<file path="src/rtl/avr_prefetch.sv">
// Instruction prefetch queue between synchronous program memory and the AVR core.
// Tags each fetched word with its address and presents 16/32-bit instructions whole.
module avr_prefetch #(
    parameter int DEPTH = 4
) (
    input  logic        CLK,
    input  logic        RST_N,
    input  logic        redirect,
    input  logic [15:0] redirect_pc,
    output logic [15:0] p_addr,
    output logic        p_rd,
    input  logic [15:0] p_data,
    output logic [15:0] instr,
    output logic [15:0] instr_ext,
    output logic        instr_is32,
    output logic [15:0] instr_pc,
    output logic        instr_valid,
    input  logic        instr_ready
);

    localparam int PW = $clog2(DEPTH);
    localparam int CW = $clog2(DEPTH) + 1;
    localparam logic [CW:0] DEPTH_C = (CW+1)'(DEPTH);

    logic [15:0]   fifo_word [DEPTH];
    logic [15:0]   fifo_pc   [DEPTH];
    logic [PW-1:0] rd_ptr;
    logic [PW-1:0] wr_ptr;
    logic [PW-1:0] nxt_ptr;
    logic [CW-1:0] count;
    logic [CW-1:0] pop_n;
    logic          inflight;
    logic [15:0]   fetch_pc;
    logic [15:0]   issue_pc_p1;
    logic [15:0]   head_word;
    logic          head_is32;
    logic          head_ok;
    logic          push;
    logic          pop;

    // JMP/CALL and LDS/STS carry a second program word
    function automatic logic is32_op(input logic [15:0] w);
        return ((w & 16'hFE0C) == 16'h940C) || ((w & 16'hFC0F) == 16'h9000);
    endfunction

    // Stage 0: issue; in-flight reads count against FIFO space so capture never overflows
    always_comb begin
        p_addr = 16'h0000;
        p_rd   = 1'b0;
        if (RST_N) begin
            p_addr = redirect ? redirect_pc : fetch_pc;
            p_rd   = redirect | (({1'b0, count} + {{CW{1'b0}}, inflight}) < DEPTH_C);
        end
    end

    // Stage 1: capture and head presentation
    assign nxt_ptr   = rd_ptr + PW'(1);
    assign head_word = fifo_word[rd_ptr];
    assign head_is32 = is32_op(head_word);
    assign head_ok   = RST_N & (count != '0) & (!head_is32 | (count >= CW'(2)));
    assign push      = RST_N & inflight & !redirect;
    assign pop       = instr_valid & instr_ready;

    always_comb begin
        instr       = 16'h0000;
        instr_ext   = 16'h0000;
        instr_is32  = 1'b0;
        instr_pc    = 16'h0000;
        instr_valid = 1'b0;
        pop_n       = '0;
        if (head_ok) begin
            instr       = head_word;
            instr_ext   = head_is32 ? fifo_word[nxt_ptr] : 16'h0000;
            instr_is32  = head_is32;
            instr_pc    = fifo_pc[rd_ptr];
            instr_valid = 1'b1;
        end
        if (pop)
            pop_n = instr_is32 ? CW'(2) : CW'(1);
    end

    always_ff @(posedge CLK) begin
        if (!RST_N) begin
            fetch_pc <= 16'h0000;
            count    <= '0;
            inflight <= 1'b0;
            rd_ptr   <= '0;
            wr_ptr   <= '0;
        end else begin
            inflight <= p_rd;
            if (p_rd)
                fetch_pc <= p_addr + 16'd1;
            if (redirect) begin
                count  <= '0;
                rd_ptr <= '0;
                wr_ptr <= '0;
            end else begin
                count <= count + CW'(push) - pop_n;
                if (push)
                    wr_ptr <= wr_ptr + PW'(1);
                if (pop)
                    rd_ptr <= rd_ptr + PW'(pop_n);
            end
        end
    end

    always_ff @(posedge CLK) begin
        issue_pc_p1 <= p_addr;
        if (push) begin
            fifo_word[wr_ptr] <= p_data;
            fifo_pc[wr_ptr]   <= issue_pc_p1;
        end
    end

endmodule

</file>
<file path="config.mk">
export PLATFORM = sky130hd
export DESIGN_NAME = avr_prefetch
export DESIGN_NICKNAME = d
export VERILOG_FILES = /design/src/rtl/avr_prefetch.sv
export SDC_FILE = /design/constraint.sdc
export NUM_CORES = 1
export LEC_CHECK = 0
export CAP_MARGIN = 40
export CORE_UTILIZATION = 30
export CTS_CLUSTER_DIAMETER = 150
export DETAILED_ROUTE_END_ITERATION = 8
export HOLD_SLACK_MARGIN = 0.05
export PLACE_DENSITY = 0.53
export SYNTH_ARGS = -nofsm -noshare
export SYNTH_HDL_FRONTEND = slang
export SYNTH_SLANG_ARGS = --single-unit
export TNS_END_PERCENT = 100
</file>
<file path="constraint.sdc">
create_clock -name CLK -period 8.1 [get_ports CLK]
set_clock_uncertainty 0.2 [all_clocks]
set_input_delay 1.62 -clock CLK [delete_from_list [all_inputs] [get_ports CLK]]
set_output_delay 1.62 -clock CLK [all_outputs]
set_load 0.02 [all_outputs]
</file>
# After elaboration in Yosys (flattened, before gate mapping)
# Memories as Yosys holds them, arrays and structs flattened. A register that Yosys moved wholly into a read port is not among the register bits.
# Cells that the tools add are included.
# classes
reduce_logical	5
add_sub_neg	7
muxes	17
order_cmp	2
n_eq_ne	2
bitwise	8
# op_table
operator	count
$mux 16	6
$add 16x1->16 const B	1
$mux 2	6
$eq 10x10->1 const B	1
$eq 9x9->1 const B	1
$and 1x1->1	5
$mux 1	5
$add 2x1->2 const B	2
$add 3x1->4	1
$lt 4x3->1 const B	1
$add 3x1->3	1
$ge 3x2->1 const B	1
$reduce_bool 3->1	1
$sub 3x3->3	1
$add 2x2->2	1
$logic_not 1->1	2
$or 1x1->1	2
$reduce_or 2->1	1
$logic_or 1x1->1	1
$not 1->1	1
# totals
reg_bits	40
n_memories	2
out_inout_bits	67
elab_cells	49
ramBits	128
# mem_list
memory	depth	word_bits	read_ports	rd_clocked_by_memory_dff	write_ports	line	rtl
fifo_pc	4	16	1	1	1	26	logic [15:0] fifo_pc [DEPTH];
fifo_word	4	16	2	1	1	25	logic [15:0] fifo_word [DEPTH];

# Longest topological paths before layout
# depth
depth_word	11
ltp_mapped	14
depth_no_buf	10

# Least setup slack after synthesis
# No wires, ideal clock.
# synth_path
path_kind	in2out
start	input RST_N
end	output instr_ext[10]
t_arrival_ns	3.225
setup_slack_ns	3.055
n_path_buf	3
cell_stages	6
path_cell_list	clkbuf_1 clkinv_1 or4_1 buf_2 buf_6 nor2b_1
# synth_via
elab_chain_len	3
# synth_lines
item	line	rtl
from (decl)	7	input logic RST_N,
$and 1x1->1 (2 in a row)	60	assign head_ok = RST_N & (count != '0) & (!head_is32 | (count >= CW'(2)));
$mux 16	71	if (head_ok) begin
to (decl)	14	output logic [15:0] instr_ext,
# Every way passes these cells.

# Worst setup path in the final report
# layout_path
start	input RST_N
end	output instr_ext[4]
# The elaborated chain is that of the path after synthesis.

==> impl_metrics.tcl <==
set metrics [dict create \
    period_share_pct 77.05 \
    critical_path.most_common_cell "buf_4" \
    hold_viol 0 \
    drive_above_1_share_pct 17.56 \
    status "finished, final reports clean" \
    ys_seq_area_share_pct 62.25 \
    ctsResizeCount 0 \
    p_sw_share_pct 21.89 \
    cts_tree "yes" \
    slew_viol_final 0 \
    yosysUniqueCellTypes 49 \
    num_vias 4663 \
    drtAntennaViolNets 0 \
    top_layer "met4" \
    path_buf_inv 5 \
    instances_no_fill 956 \
    async_reset_ff_share_pct 0 \
    setup_viol 0 \
    yosys_warnings 0 \
    power.density_mw_per_mm2 199.4 \
    drc_errors 0 \
    crit_arrival_ns 4.42 \
    rsz0062_at_grt "no" \
    pwr-share-comb_pct 5.8 \
    insertion_delay_ns 0.43 \
    power.leakage_nw 3.208 \
    p_int_w 0.001498 \
    nets 663 \
    finalInstanceArea_mm2 0.009614 \
    worst_pin_slew_ns 0.7644 \
    ctsHtreeMaxLevel 4 \
    die_area_mm2 0.02572 \
    die_y_um 160.4 \
    cts-root-buf "clkbuf_16" \
    maxCapViolCount 0 \
    worstPathMaxFanout 54 \
    overflow 0 \
    wl_met2_mm 9.430 \
    clock_sinks 170 \
    cts_buffers 17 \
    max-vdd-ir-drop_uv 139.0 \
    slew_headroom_pct 48.88 \
    cts_hold_buf 0 \
    dp_hpwl_mm 12.47 \
    crit_path_cell_trace "buf_2 -> buf_4 -> clkinv_1 -> buf_4 -> or4_1 -> and2b_1 -> clkdlybuf4s50_1" \
    hold_class "flip-flop to flip-flop" \
    dp_cells 924 \
    grt_pass1_vias 4934 \
    ios 103 \
    grt_use_total_pct 14.75 \
    dpl_cell_area_mm2 0.008999 \
    n_fill_cell 2229 \
    cts_buffer_depth 2 \
    seq_power_share_pct 50.2 \
    fp.coreArea_mm2 0.02446 \
    drtPass1Iterations 4 \
    grt_pass1_wl_mm 28.57 \
    cp-start-kind "input pin" \
    viasPerCell 4.878 \
    utilization_pct 39.30 \
    antenna_found_initial 0 \
    num_rows 57 \
    netSwitchingPower_w 0.0004197 \
    min_period_ns 6.241 \
    max_freq_mhz 160.2 \
    ys_ff_latch 170 \
    synth-edff-count 128 \
    layout_common_cells "edfxtp_1 (128), clkdlybuf4s50_1 (101), nand2_1 (49)" \
    met1_length_mm 8.058 \
    postCtsSetupBuffers 0 \
    clkPwrFrac_pct 44.0 \
    postSynthCellCount 518 \
    yosys_most_used_dff "edfxtp_1" \
    wl_met3_um 532 \
    gp_congestion 0.8012 \
    drt-total-wl_mm 18.16 \
    grt_max_degree 55 \
    syn_to_final_growth_pct 27.77 \
    antenna_cells 0 \
    drt-initial-drc-count 295 \
    slowest_stage "or4_1" \
    tns_ns 0 \
    crit_required_ns 6.28 \
    cpPeakStageDelay_ns 0.88 \
    start_util_pct 30.76 \
    io_buffers 102 \
    cp-end-kind "output port" \
    critPathTopFamily "buffers and inverters" \
    layout_commonest_cell "edfxtp_1" \
    synth_area_per_cell_um2 14.53 \
    syn_nets 562 \
    dieWidth_um 160.4 \
    wl_per_cell_um 19.00 \
    synth_area_mm2 0.007525 \
    cts.clk_slew.worst_paths_ns 0.07 \
    crit_type "input pin to output port" \
]
[synth_stat cells (all sizes together), types with 2 or more instances]
cell type,n,area (um2)
edfxtp,128,3844
nand2,49,183.9
mux4,48,1089
dfxtp,42,840.8
a21oi,36,180.2
nor2,30,112.6
clkbuf,24,90.09
o21ai,13,65.06
mux2i,12,120.1
nor2b,12,75.07
and3,10,62.56
buf,10,62.56
inv,10,37.54
xnor2,9,78.83
ha,7,87.58
mux2,7,78.83
nor3,7,35.03
a211oi,6,45.04
or3,6,37.54
a31oi,5,31.28
or2,5,31.28
a311oi,4,35.03
and2b,4,30.03
and3b,4,35.03
o211ai,4,30.03
and2,3,18.77
and4,2,17.52
nand4,2,12.51
nand4b,2,17.52
o22ai,2,12.51
or4,2,15.01
[registers in the layout (all words and copies together), names as in the netlist, named ones only]
| name | cells |
|---|---|
| count | 3 |
| fetch_pc | 16 |
| fifo_pc | 64 |
| fifo_word | 64 |
| inflight | 1 |
| issue_pc_p1 | 16 |
| rd_ptr | 2 |
| wr_ptr | 2 |
[stage by stage]
| step | hold slack, ns | total power (W) | worst slack [ns] |
|---|---|---|---|
| final | 0.2775 | 0.001917 | 1.859 |
| after global routing | 0.2965 | 0.001982 | 1.665 |
| after CTS | 0.2775 | 0.001936 | 1.823 |
| after detailed placement | 0.2681 | 0.001094 | 1.820 |
| after global placement | 0.2475 | 0.001088 | 1.823 |
| after floorplan | 0.2383 | 0.001036 | 3.055 |
[worst register-to-register path, cell delays in order, from the launching register on]
cell	delay [ns]
dfxtp_2	0.71
mux4_2	0.62
or4_1	0.57
o21a_1	0.25
or4_1	0.82
or2_1	0.35
ha_1	0.30
fa_1	0.44
xnor2_1	0.19
xnor2_1	0.15
nor2_1	0.05
[kinds of logic after synthesis]
group / after synthesis / share of synthesized area [%]
buffers and inverters: 45 / 2.577
adders and majority gates: 8 / 1.430
xor gates and xnor gates: 10 / 1.164
muxes: 67 / 17.11
AOI/OAI and AO/OA: 77 / 6.136
and+or+nand+nor: 141 / 9.328
DFF: 170 / 62.25
[layout make-up]
cell class,count,area [um2],share of cell area (%)
clock buffer,18,429.2,4.464
clock inverter,14,186.4,1.939
inverter,11,41.29,0.4295
multi-input combinational,303,2658,27.64
sequential,170,4686,48.74
tap,324,405.4,4.217
timing repair buffer,116,1209,12.57
[path summary, 6_finish.rpt]
path / from / endpoint / slack [ns] / cells after the start
min reg2reg: fetch_pc[3] / fetch_pc[3] / 0.28 / 2
min: fetch_pc[3] / fetch_pc[3] / 0.28 / 2
max: RST_N / instr_ext[4] / 1.86 / 7
max reg2reg: flip-flop / count[2] / 3.34 / 10
[per-layer routing]
metal  vias up  GRT usage [%]
li1       2199              -
met2        83          25.81
met5         -              0
met3        10          3.048
met1      2371          18.45
met4         0          3.983
[power groups by stage]
stage / clock [W] / combinational, W / sequential (W)
finish: 0.000844 / 0.000111 / 0.000962
global route: 0.000897 / 0.000121 / 0.000964
CTS: 0.000861 / 0.000113 / 0.000962
detailed placement: 0 / 0.000112 / 0.000982
global placement: 0 / 0.000108 / 0.000980
floorplan: 0 / 0.0000582 / 0.000977
Note: power is estimated with default switching activity, not from simulation.
